$ cat src/rtl/alu_pkg.sv
// Shared definitions for the ALU issue sequencer: widths, opcodes, FSM states
// and the packed result payload handed to the response port.
package alu_pkg;

  localparam int unsigned DATA_W = 4;
  localparam int unsigned NREG   = 4;
  localparam int unsigned REG_AW = $clog2(NREG);
  localparam int unsigned OP_W   = 3;

  localparam logic [OP_W-1:0] OP_ADD = 3'b000;
  localparam logic [OP_W-1:0] OP_SUB = 3'b001;
  localparam logic [OP_W-1:0] OP_AND = 3'b010;
  localparam logic [OP_W-1:0] OP_OR  = 3'b011;
  localparam logic [OP_W-1:0] OP_XOR = 3'b100;
  localparam logic [OP_W-1:0] OP_NOT = 3'b101;
  localparam logic [OP_W-1:0] OP_SHL = 3'b110;
  localparam logic [OP_W-1:0] OP_SHR = 3'b111;

  typedef enum logic [1:0] {
    IDLE = 2'd0,
    EXEC = 2'd1,
    RESP = 2'd2
  } state_e;

  // Captured ALU result plus the register it was written to.
  typedef struct packed {
    logic [DATA_W-1:0] data;
    logic              cout;
    logic              zero;
    logic [REG_AW-1:0] rd;
  } res_t;

endpackage

$ cat src/rtl/alu_regfile.sv
// 4x4-bit working register file.
// Ports: clk/rst_n (async active-low clear), one synchronous write port
// (we/waddr/wdata), two combinational operand reads (raddr1/rdata1,
// raddr2/rdata2) and a combinational debug read (dbg_sel/dbg_data).
module alu_regfile
  import alu_pkg::*;
(
  input  logic              clk,
  input  logic              rst_n,
  input  logic              we,
  input  logic [REG_AW-1:0] waddr,
  input  logic [DATA_W-1:0] wdata,
  input  logic [REG_AW-1:0] raddr1,
  output logic [DATA_W-1:0] rdata1,
  input  logic [REG_AW-1:0] raddr2,
  output logic [DATA_W-1:0] rdata2,
  input  logic [REG_AW-1:0] dbg_sel,
  output logic [DATA_W-1:0] dbg_data
);

  logic [DATA_W-1:0] rf [NREG];

  // Storage with asynchronous clear.
  always_ff @(posedge clk or negedge rst_n) begin
    if (!rst_n) begin
      for (int i = 0; i < int'(NREG); i++) begin
        rf[i] <= '0;
      end
    end else if (we) begin
      rf[waddr] <= wdata;
    end
  end

  // Reads always return committed contents.
  assign rdata1   = rf[raddr1];
  assign rdata2   = rf[raddr2];
  assign dbg_data = rf[dbg_sel];

endmodule

$ cat src/rtl/alu_issue_seq.sv
// Command sequencer + register file in front of the external 4-bit ALU.
// Ports:
//   cmd_*   : valid/ready command input (load-immediate or ALU op)
//   alu_a/b/op : registered operands/opcode to the ALU; alu_y/cout/zero back
//   res_*   : back-pressurable result beat (data, carry, zero, dest index)
//   dbg_sel/dbg_data : combinational register-file peek
// cmd_ready and dbg_data are combinational; every other output is registered.
module alu_issue_seq
  import alu_pkg::*;
(
  input  logic              clk,
  input  logic              rst_n,
  input  logic              cmd_valid,
  output logic              cmd_ready,
  input  logic              cmd_ld,
  input  logic [OP_W-1:0]   cmd_op,
  input  logic [REG_AW-1:0] cmd_rd,
  input  logic [REG_AW-1:0] cmd_rs1,
  input  logic [REG_AW-1:0] cmd_rs2,
  input  logic [DATA_W-1:0] cmd_imm,
  output logic [DATA_W-1:0] alu_a,
  output logic [DATA_W-1:0] alu_b,
  output logic [OP_W-1:0]   alu_op,
  input  logic [DATA_W-1:0] alu_y,
  input  logic              alu_cout,
  input  logic              alu_zero,
  output logic              res_valid,
  input  logic              res_ready,
  output logic [DATA_W-1:0] res_data,
  output logic              res_cout,
  output logic              res_zero,
  output logic [REG_AW-1:0] res_rd,
  input  logic [REG_AW-1:0] dbg_sel,
  output logic [DATA_W-1:0] dbg_data
);

  state_e            state_q;
  state_e            state_d;
  logic [REG_AW-1:0] rd_q;
  res_t              res_q;

  logic              take;
  logic              accept;
  logic              accept_ld;
  logic              accept_alu;

  logic              rf_we;
  logic [REG_AW-1:0] rf_waddr;
  logic [DATA_W-1:0] rf_wdata;
  logic [DATA_W-1:0] rs1_data;
  logic [DATA_W-1:0] rs2_data;

  // Handshake decode: a pending result being taken frees the slot this edge.
  assign take       = (state_q == RESP) && res_ready;
  assign cmd_ready  = rst_n && ((state_q == IDLE) || take);
  assign accept     = cmd_valid && cmd_ready;
  assign accept_ld  = accept && cmd_ld;
  assign accept_alu = accept && !cmd_ld;

  // Write port: EXEC commits the ALU result, otherwise an accepted load.
  // The two never coincide because cmd_ready is low in EXEC.
  always_comb begin
    rf_we    = 1'b0;
    rf_waddr = cmd_rd;
    rf_wdata = cmd_imm;
    if (state_q == EXEC) begin
      rf_we    = 1'b1;
      rf_waddr = rd_q;
      rf_wdata = alu_y;
    end else if (accept_ld) begin
      rf_we = 1'b1;
    end
  end

  alu_regfile u_regfile (
    .clk      (clk),
    .rst_n    (rst_n),
    .we       (rf_we),
    .waddr    (rf_waddr),
    .wdata    (rf_wdata),
    .raddr1   (cmd_rs1),
    .rdata1   (rs1_data),
    .raddr2   (cmd_rs2),
    .rdata2   (rs2_data),
    .dbg_sel  (dbg_sel),
    .dbg_data (dbg_data)
  );

  // State register.
  always_ff @(posedge clk or negedge rst_n) begin
    if (!rst_n) begin
      state_q <= IDLE;
    end else begin
      state_q <= state_d;
    end
  end

  // Next-state logic; loads never leave IDLE/RESP on their own.
  always_comb begin
    state_d = state_q;
    unique case (state_q)
      IDLE: begin
        if (accept_alu) state_d = EXEC;
      end
      EXEC: begin
        state_d = RESP;
      end
      RESP: begin
        if (res_ready) state_d = accept_alu ? EXEC : IDLE;
      end
      default: begin
        state_d = IDLE;
      end
    endcase
  end

  // ALU operand launch and result capture.
  always_ff @(posedge clk or negedge rst_n) begin
    if (!rst_n) begin
      alu_a     <= '0;
      alu_b     <= '0;
      alu_op    <= '0;
      rd_q      <= '0;
      res_q     <= '0;
      res_valid <= 1'b0;
    end else begin
      if (accept_alu) begin
        alu_a  <= rs1_data;
        alu_b  <= rs2_data;
        alu_op <= cmd_op;
        rd_q   <= cmd_rd;
      end
      if (state_q == EXEC) begin
        res_q.data <= alu_y;
        res_q.cout <= alu_cout;
        res_q.zero <= alu_zero;
        res_q.rd   <= rd_q;
        res_valid  <= 1'b1;
      end else if (take) begin
        res_valid <= 1'b0;
      end
    end
  end

  assign res_data = res_q.data;
  assign res_cout = res_q.cout;
  assign res_zero = res_q.zero;
  assign res_rd   = res_q.rd;

endmodule
$ cat config.mk
export PLATFORM = sky130hd
export DESIGN_NAME = alu_issue_seq
export DESIGN_NICKNAME = d
export VERILOG_FILES = /design/src/rtl/alu_pkg.sv /design/src/rtl/alu_regfile.sv /design/src/rtl/alu_issue_seq.sv
export SDC_FILE = /design/constraint.sdc
export NUM_CORES = 1
export LEC_CHECK = 0
export ABC_AREA = 1
export CAP_MARGIN = 20
export CORE_MARGIN = 2
export CORE_UTILIZATION = 30
export CTS_CLUSTER_SIZE = 28
export DETAILED_ROUTE_END_ITERATION = 10
export HOLD_SLACK_MARGIN = 0.05
export PLACE_DENSITY = 0.55
export SYNTH_ARGS = -nofsm -noshare
export SYNTH_HDL_FRONTEND = slang
export SYNTH_SLANG_ARGS = --single-unit
export TNS_END_PERCENT = 1
$ cat constraint.sdc
create_clock -name clk -period 1.6 [get_ports clk]
set_input_delay 0.32 -clock clk [delete_from_list [all_inputs] [get_ports clk]]
set_output_delay 0.32 -clock clk [all_outputs]
set_load 0.02 [all_outputs]
==> reports/results.tsv, run 1 <==
stage	metric	value	unit
routing	route.detailed.drc	0	
floorplan	chipWidth	87.6	um
critical_path	crit_fanout	2	
job	drv_cap	0	
layout	area_growth	45.8	%
floorplan	start_util	30.8	%
timing	worstMarginPinSlew	0.520	ns
routing	viasPerCell	4.45	
critical_path	arrival	1.24	ns
cts	h-tree-depth	2	
cts	cts-buffers-inserted	5	
critical_path	crit_family	buffers and inverters	
routing	drtIter0Drc	67	
timing	setup_viol	0	
routing	dr.pass1.iters	5	
synth	yosysUniqueCellTypes	19	
placement	io_buffers	50	
critical_path	cp_num_buf_inv	1	
synth	synth-seq-cells	40	
timing	rsz0062_at_grt	yes	
global_routing	grt_max_degree	41	
cts	tritoncts	built	
cts	clk_pin_slew_worst_paths	0.08	ns
routing	routedWlPerCell	11.8	um
critical_path	start_kind	register	
synth	synthTopCellsByArea	dfrtp_1 48%, nand2_1 20%, o21ai_0 6.2%	
pwr	p_per_area	1140	mW/mm^2
pwr	power.leakage	1.68	nW
floorplan	dieArea	0.00767	mm^2
layout	n_antenna_cell	0	
timing	min_period	1.56	ns
routing	num_vias	2017	
cts	cts_resized	29	
synth	synth.cell_area	0.00210	mm^2
critical_path	crit_path_end_kind	output pin	
cts	clkSinkCount	40	
placement	routabilityCongestion	0.824	
critical_path	critPathSlowestCell	clkdlybuf4s50_1	
timing	timing_hold_violations_final	0	
cts	clockRootBuffer	clkbuf_8	
synth	synth_area_leader_cell	dfrtp_1	
floorplan	die_h	87.6	um
pwr	peakVddDrop	430	uV
critical_path	cp_data_required_time	1.28	ns
cts	cts.path.max_buffers	2	
synth	synth_top_cell_area_share	47.8	%
synth	syn_inst	275	
layout	final_common_cell	nand2_1	
global_routing	antenna_found_initial	0	
status	status	completed	
layout	final_area	0.00306	mm^2
critical_path	path_cells	clkdlybuf4s50_1	
synth	synth_nets	301	
min_path	hp-class	in2async	
layout	layout_common_cells	112 x nand2_1, 40 x dfrtp_1, 40 x buf_4, 30 x clkdlybuf4s50_1, 23 x o21ai_0	
floorplan	coreArea	0.00679	mm^2
timing	slew_headroom	65.4	%
floorplan	ios	51	
timing	finalSetupTns	0	ns
routing	final_antenna_net_count	0	
cts	cts-hold-fix-buffers	0	
global_routing	grt.overflow.total	0	
critical_path	slowest_delay	0.60	ns
critical_path	critical_path_class	reg2out	
synth	yosysWarnings	0	
floorplan	placementRows	30	
timing	slew_violations	0	
global_routing	track_usage	15.2	%
routing	wirelength	5340	um
layout	drive_gt1_share	20.2	%
layout	final_nets	383	
placement	placed_cell_area	0.00296	mm^2
timing	final.period_utilization	97.2	%
global_routing	first_global_vias	2027	
timing	max_freq	0.643	GHz
synth	yosysSeqAreaShare	47.8	%
synth	syn-mean-instance-area	7.62	um^2
global_routing	grt_pass1_wl	9170	um
cts	cts_setup_buffers	0	
cts	clk_latency	0.29	ns
timing	clock-skew-final	0.00506	ns
placement	dp_hpwl	4170	um
==> path summary, 6_finish.rpt <==
check                      slack, ns          endpoint        startpoint  cells past startpoint
hold reg to reg                 0.48  u_regfile.rf[10]  u_regfile.rf[10]                      2
hold / removal                  0.11         alu_op[2]             rst_n                      2
max in group asynchronous       1.14        state_q[1]             rst_n                      2
setup / recovery                0.04          alu_a[2]          alu_a[2]                      1
min in group clk                0.48  u_regfile.rf[10]  u_regfile.rf[10]                      2
setup reg to reg                0.19   u_regfile.rf[1]        state_q[1]                      8
==> state kept, by name (all words and copies together) (netlist names) <==
signal and cells:
res_rd 2, rd_q 2, state_q 2, alu_a 4
res_data 4, alu_b 4, res_zero 1, u_regfile.rf 16
alu_op 3, res_cout 1, res_valid 1
==> cell families (layout without fill, tap and decap cells) <==
logic type	Yosys count	after routing	synth area share [%]
flops	40	40	47.8
simple gates	149	149	31.5
compound gates	54	54	13.9
buf+inv	32	114	6.92
==> power by group <==
| group | leakage [nW] | internal (mW) | switching, mW | total, mW |
|---|---|---|---|---|
| clock network | 0.0410 | 0.297 | 0.347 | 0.644 |
| registers | 0.506 | 1.28 | 0.154 | 1.43 |
| logic | 1.13 | 0.669 | 0.726 | 1.40 |
| total | 1.68 | 2.24 | 1.23 | 3.47 |
==> synth_stat cells, drive strengths merged <==
cell,n
a21oi,20
and2,1
buf,8
clkbuf,5
dfrtp,40
inv,19
nand2,122
nand3,20
nand4,1
nor2,5
o211ai,8
o21ai,26
==> routing by layer <==
metal  vias up  global-route usage, %  routed length (um)
li1       1054                      -                   -
met1       917                   19.6                2470
met2        38                   25.6                2590
met3         8                   3.20                 194
met4         0                   4.90                  88
met5         -                      0                   0
==> per-stage QoR <==
step	setup slack (ns)	utilization (%)	std cells	hold slack (ns)	total power, mW
after CTS	0.00314	44.4	453	0.126	3.52
after floorplan	0.196	-	275	0.0244	2.10
after detailed placement	-0.628	43.6	446	0.444	2.88
final	0.0442	45.0	453	0.107	3.47
after global routing	-0.0209	45.0	453	0.165	3.72
after global placement	-0.564	43.6	446	0.445	2.86
==> final cells by class <==
type / instances / area [um^2]
fillers: 714 / 3740
flip-flops and latches: 40 / 1000
multi-input cells: 203 / 952
repair buffers: 88 / 833
well taps: 96 / 120
clock buffers: 6 / 72.6
inverters: 19 / 71.3
clock inverters: 1 / 5.00
(Power assumes the default switching activity.)
==> run 2: changes to the inputs <==
--- a/config.mk
+++ b/config.mk
@@ -9,10 +9,11 @@
 export CAP_MARGIN = 20
 export CORE_MARGIN = 2
 export CORE_UTILIZATION = 30
+export CTS_CLUSTER_DIAMETER = 40
 export CTS_CLUSTER_SIZE = 28
 export DETAILED_ROUTE_END_ITERATION = 10
 export HOLD_SLACK_MARGIN = 0.05
-export PLACE_DENSITY = 0.55
+export PLACE_DENSITY = 0.62
 export SYNTH_ARGS = -nofsm -noshare
 export SYNTH_HDL_FRONTEND = slang
 export SYNTH_SLANG_ARGS = --single-unit
==> run 2 against run 1 <==
Against the previous run:
- sequential share of layout area about the same
- worst hold slack got worse by 0.019 ns
- combinational power hardly changed
- die area is the same
- largest cell class unchanged
- via count shrank 0.20%
==> reports/results.tsv, run 2 (synthesized netlist as in run 1, its figures left out) <==
stage	metric	value	unit
global_routing	antenna_found_initial	0	
placement	dp.cells	440	
timing	min_period	1.56	ns
layout	largest_register_ffs	16	
cts	clk_latency	0.29	ns
timing	max_freq	0.642	GHz
pwr	p_per_area	1190	mW/mm^2
floorplan	die_h	87.6	um
cts	clkSinkCount	40	
cts	cts.path.max_buffers	2	
critical_path	cp_data_required_time	1.28	ns
critical_path	critPathSlowestCell	clkdlybuf4s50_1	
layout	largest-register	u_regfile.rf	
critical_path	reg2reg_to	u_regfile.rf[5]	
pwr	power.leakage	1.69	nW
placement	pre_cts_ws	-0.662	ns
critical_path	reg2reg_slack	0.19	ns
timing	final.period_utilization	97.4	%
timing	finalSetupTns	0	ns
critical_path	critical_path_class	reg2out	
routing	wirelength	5480	um
floorplan	coreArea	0.00679	mm^2
min_path	hp-class	in2async	
layout	n_antenna_cell	0	
global_routing	grt.overflow.total	0	
cts	clockRootBuffer	clkbuf_8	
floorplan	start_util	30.8	%
status	status	completed	
global_routing	grt.busiest_layer	met2	
job	drv_cap	0	
cts	tritoncts	built	
timing	rsz0062_at_grt	no	
cts	cts-hold-fix-buffers	0	
layout	area_growth	45.9	%
layout	drive_gt1_share	20.2	%
global_routing	met2_usage	26.7	%
cts	clk_pin_slew_worst_paths	0.08	ns
cts	cts-buffers-inserted	5	
placement	routabilityCongestion	0.822	
timing	setup_viol	0	
routing	route.detailed.drc	0	
critical_path	cp_num_buf_inv	1	
layout	fin_cells	448	
timing	worstMarginPinSlew	0.505	ns
global_routing	grtUsageMet3	3.30	%
placement	io_buffers	50	
layout	final_common_cell	nand2_1	
timing	slew_violations	0	
pwr	finalPower	3.64	mW
global_routing	grt_max_degree	41	
floorplan	ios	51	
timing	timing_hold_violations_final	0	
routing	num_vias	2013	
pwr	peakVddDrop	486	uV
global_routing	track_usage	15.3	%
routing	routedWlPerCell	12.2	um
placement	dp_hpwl	4130	um
layout	layout_common_cells	112 x nand2_1, 40 x dfrtp_1, 33 x buf_4, 28 x clkdlybuf4s50_1, 22 x o21ai_0	
floorplan	chipWidth	87.6	um
floorplan	dieArea	0.00767	mm^2
critical_path	ff2ff_path_depth	8	
global_routing	grtUsageMet1	18.3	%
cts	h-tree-depth	2	
critical_path	r2r_start	state_q[1]	
critical_path	crit_fanout	2	
critical_path	slowest_delay	0.60	ns
timing	clock-skew-final	0.00467	ns
routing	viasPerCell	4.49	
layout	final_nets	377	
cts	cts_setup_buffers	0	
critical_path	crit_family	buffers and inverters	
routing	drtIter0Drc	70	
critical_path	crit_path_end_kind	output pin	
critical_path	arrival	1.24	ns
floorplan	placementRows	30	
routing	dr.pass1.iters	4	
routing	final_antenna_net_count	0	
global_routing	first_global_vias	2010	
critical_path	path_cells	clkdlybuf4s50_1	
critical_path	start_kind	register	
global_routing	grt_pass1_wl	9090	um
timing	slew_headroom	66.3	%
timing	worst_slack	0.0413	ns
run 2: cell types whose count changed in the layout (fill, tap and decap cells not counted), sizes merged:
cell	before	now
bufinv	0	1
dlymetal6s2s	12	13
buf	44	38
dlygate4sd2	2	3
clkdlybuf4s50	30	28
run 2: layout make-up:
cell class	instances	area (um^2)
timing repair buffer	82	793
inverter	19	71.3
sequential	40	1000
tap	96	120
clock inverter	2	35.0
clock buffer	6	72.6
fill	703	3740
multi-input combinational	203	963
run 2: per-layer routing:
metal	part of all wire [%]	vias to the layer above
met3	4.8	8
met5	0	-
li1	-	1043
met2	49	50
met4	1.8	0
met1	44	912
run 2: stage by stage:
| stage | hold WS (ns) | cell area (um^2) | utilization, % |
|---|---|---|---|
| 2_1_floorplan | 0.0244 | 2100 | - |
| 3_3_place_gp | 0.437 | 2920 | 42.9 |
| 3_5_place_dp | 0.440 | 2920 | 42.9 |
| 4_1_cts | 0.123 | 3010 | 44.3 |
| 5_1_grt | 0.140 | 3060 | 45.0 |
| 6_report | 0.0886 | 3060 | 45.0 |
run 2: power by group:
part           switching (mW)  internal, mW
clock                   0.357         0.463
sequential              0.160          1.28
combinational           0.736         0.648
total                    1.25          2.39
run 2: worst max path at each step:
stage | start | endpoint | slack (ns) | cells after the start
after detailed placement | dbg_sel[0] | dbg_data[3] | -0.66 | 6
after CTS | res_data[3] | res_data[3] | 0.01 | 1
final | res_valid | res_valid | 0.04 | 1
after floorplan | dbg_sel[0] | dbg_data[0] | 0.20 | 5
after global routing | alu_a[1] | alu_a[1] | 0.0005 | 1
after global placement | dbg_sel[0] | dbg_data[3] | -0.57 | 6
run 2: timing repair:
action,in CTS,in global routing
pin swaps,0,1
setup endpoints to repair,6,24
resized for setup,34,20
==> run 3: changes to the inputs <==
--- a/config.mk
+++ b/config.mk
@@ -13,8 +13,9 @@
 export CTS_CLUSTER_SIZE = 28
 export DETAILED_ROUTE_END_ITERATION = 10
 export HOLD_SLACK_MARGIN = 0.05
-export PLACE_DENSITY = 0.62
+export PLACE_DENSITY = 0.61
 export SYNTH_ARGS = -nofsm -noshare
 export SYNTH_HDL_FRONTEND = slang
+export SYNTH_HIERARCHICAL = 1
 export SYNTH_SLANG_ARGS = --single-unit
 export TNS_END_PERCENT = 1
==> run 3 against run 2 <==
Against the previous run:
- synthesized area rose by 6.6%
- sequential share of layout area shrank 0.58 points
- global-route usage grew 0.44 points
- critical path depth is the same
- wire length rose by 8.1%
- via count increased by 8.9%
- die area increased by 6.3%
- sequential power hardly changed
- fmax rose by 0.16%
- critical path type unchanged
- critical endpoint is now alu_op[0]
- highest routed layer unchanged
==> reports/results.tsv, run 3 <==
stage	metric	value	unit
floorplan	chipWidth	90.3	um
timing	rsz0062_at_grt	no	
floorplan	placementRows	31	
critical_path	cp_data_required_time	1.28	ns
layout	final_nets	404	
global_routing	grt_pass1_wl	10400	um
critical_path	arrival	1.24	ns
placement	routabilityCongestion	0.860	
routing	maxUsedRoutingLayer	met4	
timing	slew_violations	0	
routing	drtIter0Drc	184	
layout	fin_cells	478	
critical_path	crit_fanout	2	
critical_path	cp_num_buf_inv	1	
timing	max_freq	0.643	GHz
global_routing	grt_max_degree	41	
routing	routedWlPerCell	12.4	um
layout	nFillCells	782	
synth	yosysSeqAreaShare	44.8	%
critical_path	critPathSlowestCell	clkdlybuf4s50_1	
timing	worst_slack	0.0437	ns
timing	worstMarginPinSlew	0.505	ns
synth	synth.cell_area	0.00223	mm^2
layout	area_growth	39.2	%
timing	min_period	1.56	ns
floorplan	die_h	90.3	um
routing	wirelength	5920	um
layout	largest_register_ffs	16	
status	status	completed	
timing	setup_viol	0	
placement	dp.cells	470	
synth	synth-main-ff-cell	dfrtp_1	
synth	synth_most_common_cell	nand2_1	
synth	synth-seq-cells	40	
cts	cts-buffers-inserted	5	
job	drv_cap	0	
timing	final.period_utilization	97.3	%
synth	synth_top_cell_area_share	44.8	%
layout	drive_gt1_share	18.5	%
routing	wl_met2	2900	um
cts	tritoncts	built	
critical_path	slowest_delay	0.60	ns
layout	largest-register	u_regfile/rf	
placement	dp_hpwl	4440	um
cts	clk_latency	0.29	ns
global_routing	first_global_vias	2199	
critical_path	critical_path_class	reg2out	
min_path	hp-class	in2async	
timing	timing_hold_violations_final	0	
cts	h-tree-depth	2	
synth	syn_inst	305	
cts	clkSinkCount	40	
global_routing	grt.overflow.total	0	
floorplan	dieArea	0.00815	mm^2
placement	io_buffers	50	
cts	clk_pin_slew_worst_paths	0.08	ns
synth	synth_area_leader_cell	dfrtp_1	
cts	cts-hold-fix-buffers	0	
pwr	peakVddDrop	343	uV
synth	synthTopCellsByArea	dfrtp_1 45%, nand2_1 24%, nand4_1 7.0%	
timing	slew_headroom	66.3	%
synth	syn-mean-instance-area	7.33	um^2
routing	route.detailed.drc	0	
routing	num_vias	2192	
synth	yosysUniqueCellTypes	20	
routing	met1_length	2680	um
synth	yosysWarnings	6	
timing	holdWs	0.129	ns
critical_path	crit_family	buffers and inverters	
synth	synth_async_sr_flop_share	100	%
routing	wl_met3	260	um
floorplan	start_util	31.0	%
global_routing	track_usage	15.7	%
routing	viasPerCell	4.59	
floorplan	coreArea	0.00721	mm^2
timing	clock-skew-final	0.00713	ns
routing	final_antenna_net_count	0	
placement	pre_cts_ws	-0.449	ns
layout	n_antenna_cell	0	
cts	cts.path.max_buffers	2	
layout	layout_common_cells	138 x nand2_1, 40 x dfrtp_1, 29 x inv_1, 26 x clkdlybuf4s50_1	
pwr	power.leakage	1.82	nW
critical_path	crit_path_end_kind	output pin	
cts	clockRootBuffer	clkbuf_8	
synth	synth_nets	331	
pwr	p_per_area	1120	mW/mm^2
layout	final_common_cell	nand2_1	
critical_path	start_kind	register	
global_routing	antenna_found_initial	0	
floorplan	ios	51	
synth	synth_edf_count	0	
critical_path	path_cells	clkdlybuf4s50_1	
synth	netlist_top_cells_count	145 x nand2_1, 40 x dfrtp_1, 32 x inv_1	
routing	dr.pass1.iters	4	
pwr	finalPower	3.48	mW
run 3: repair_timing:
item | 4_1_cts | 5_1_grt
pin swaps | 0 | 5
setup buffers | 0 | 1
endpoints found under the hold margin | 0 | 0
resized for setup | 25 | 24
setup endpoints to repair | 8 | 33
run 3: power breakdown:
| group | total (mW) | switching, mW | internal [mW] |
|---|---|---|---|
| Combinational | 1.38 | 0.812 | 0.564 |
| Clock | 0.687 | 0.335 | 0.352 |
| Sequential | 1.42 | 0.145 | 1.28 |
| Total | 3.48 | 1.29 | 2.19 |
run 3: per-layer routing:
layer / global-route usage (%) / vias to the layer above
met2: 26.4 / 52
li1: - / 1115
met3: 3.59 / 6
met4: 5.13 / 0
met5: 0 / -
met1: 20.0 / 1019
run 3: cell type report:
cell class	instances	area (um^2)	area share (%)
clock buffer	8	90.1	2.90
inverter	36	143	4.58
multi-input combinational	219	1040	33.3
sequential	40	1000	32.2
tap	99	124	3.98
timing repair buffer	76	718	23.1
run 3: through the flow:
step	cell area (um^2)	TNS, ns	util (%)
floorplan	2230	0	-
global placement	2980	-5.70	41.3
CTS	3050	0	42.3
global route	3110	0	43.1
detailed placement	2980	-5.70	41.3
finish	3110	0	43.1
run 3: kinds of logic after synthesis:
logic type | after synthesis | share of synthesized area, %
AO/OA/AOI/OAI | 7 | 1.90
flip-flops | 40 | 44.8
AND/OR/NAND/NOR | 212 | 43.3
buffers and inverters | 46 | 9.97
run 3: final timing paths:
check                             from         endpoint  slack, ns  cells after the start
setup / recovery             alu_op[0]        alu_op[0]       0.04                      1
hold / removal                   rst_n       state_q[1]       0.13                      2
setup reg to reg            state_q[1]  u_regfile/rf[8]       0.14                      8
hold reg to reg            res_data[1]      res_data[1]       0.47                      2
max in group asynchronous        rst_n      res_data[0]       1.12                      2
min in group clk           res_data[1]      res_data[1]       0.47                      2
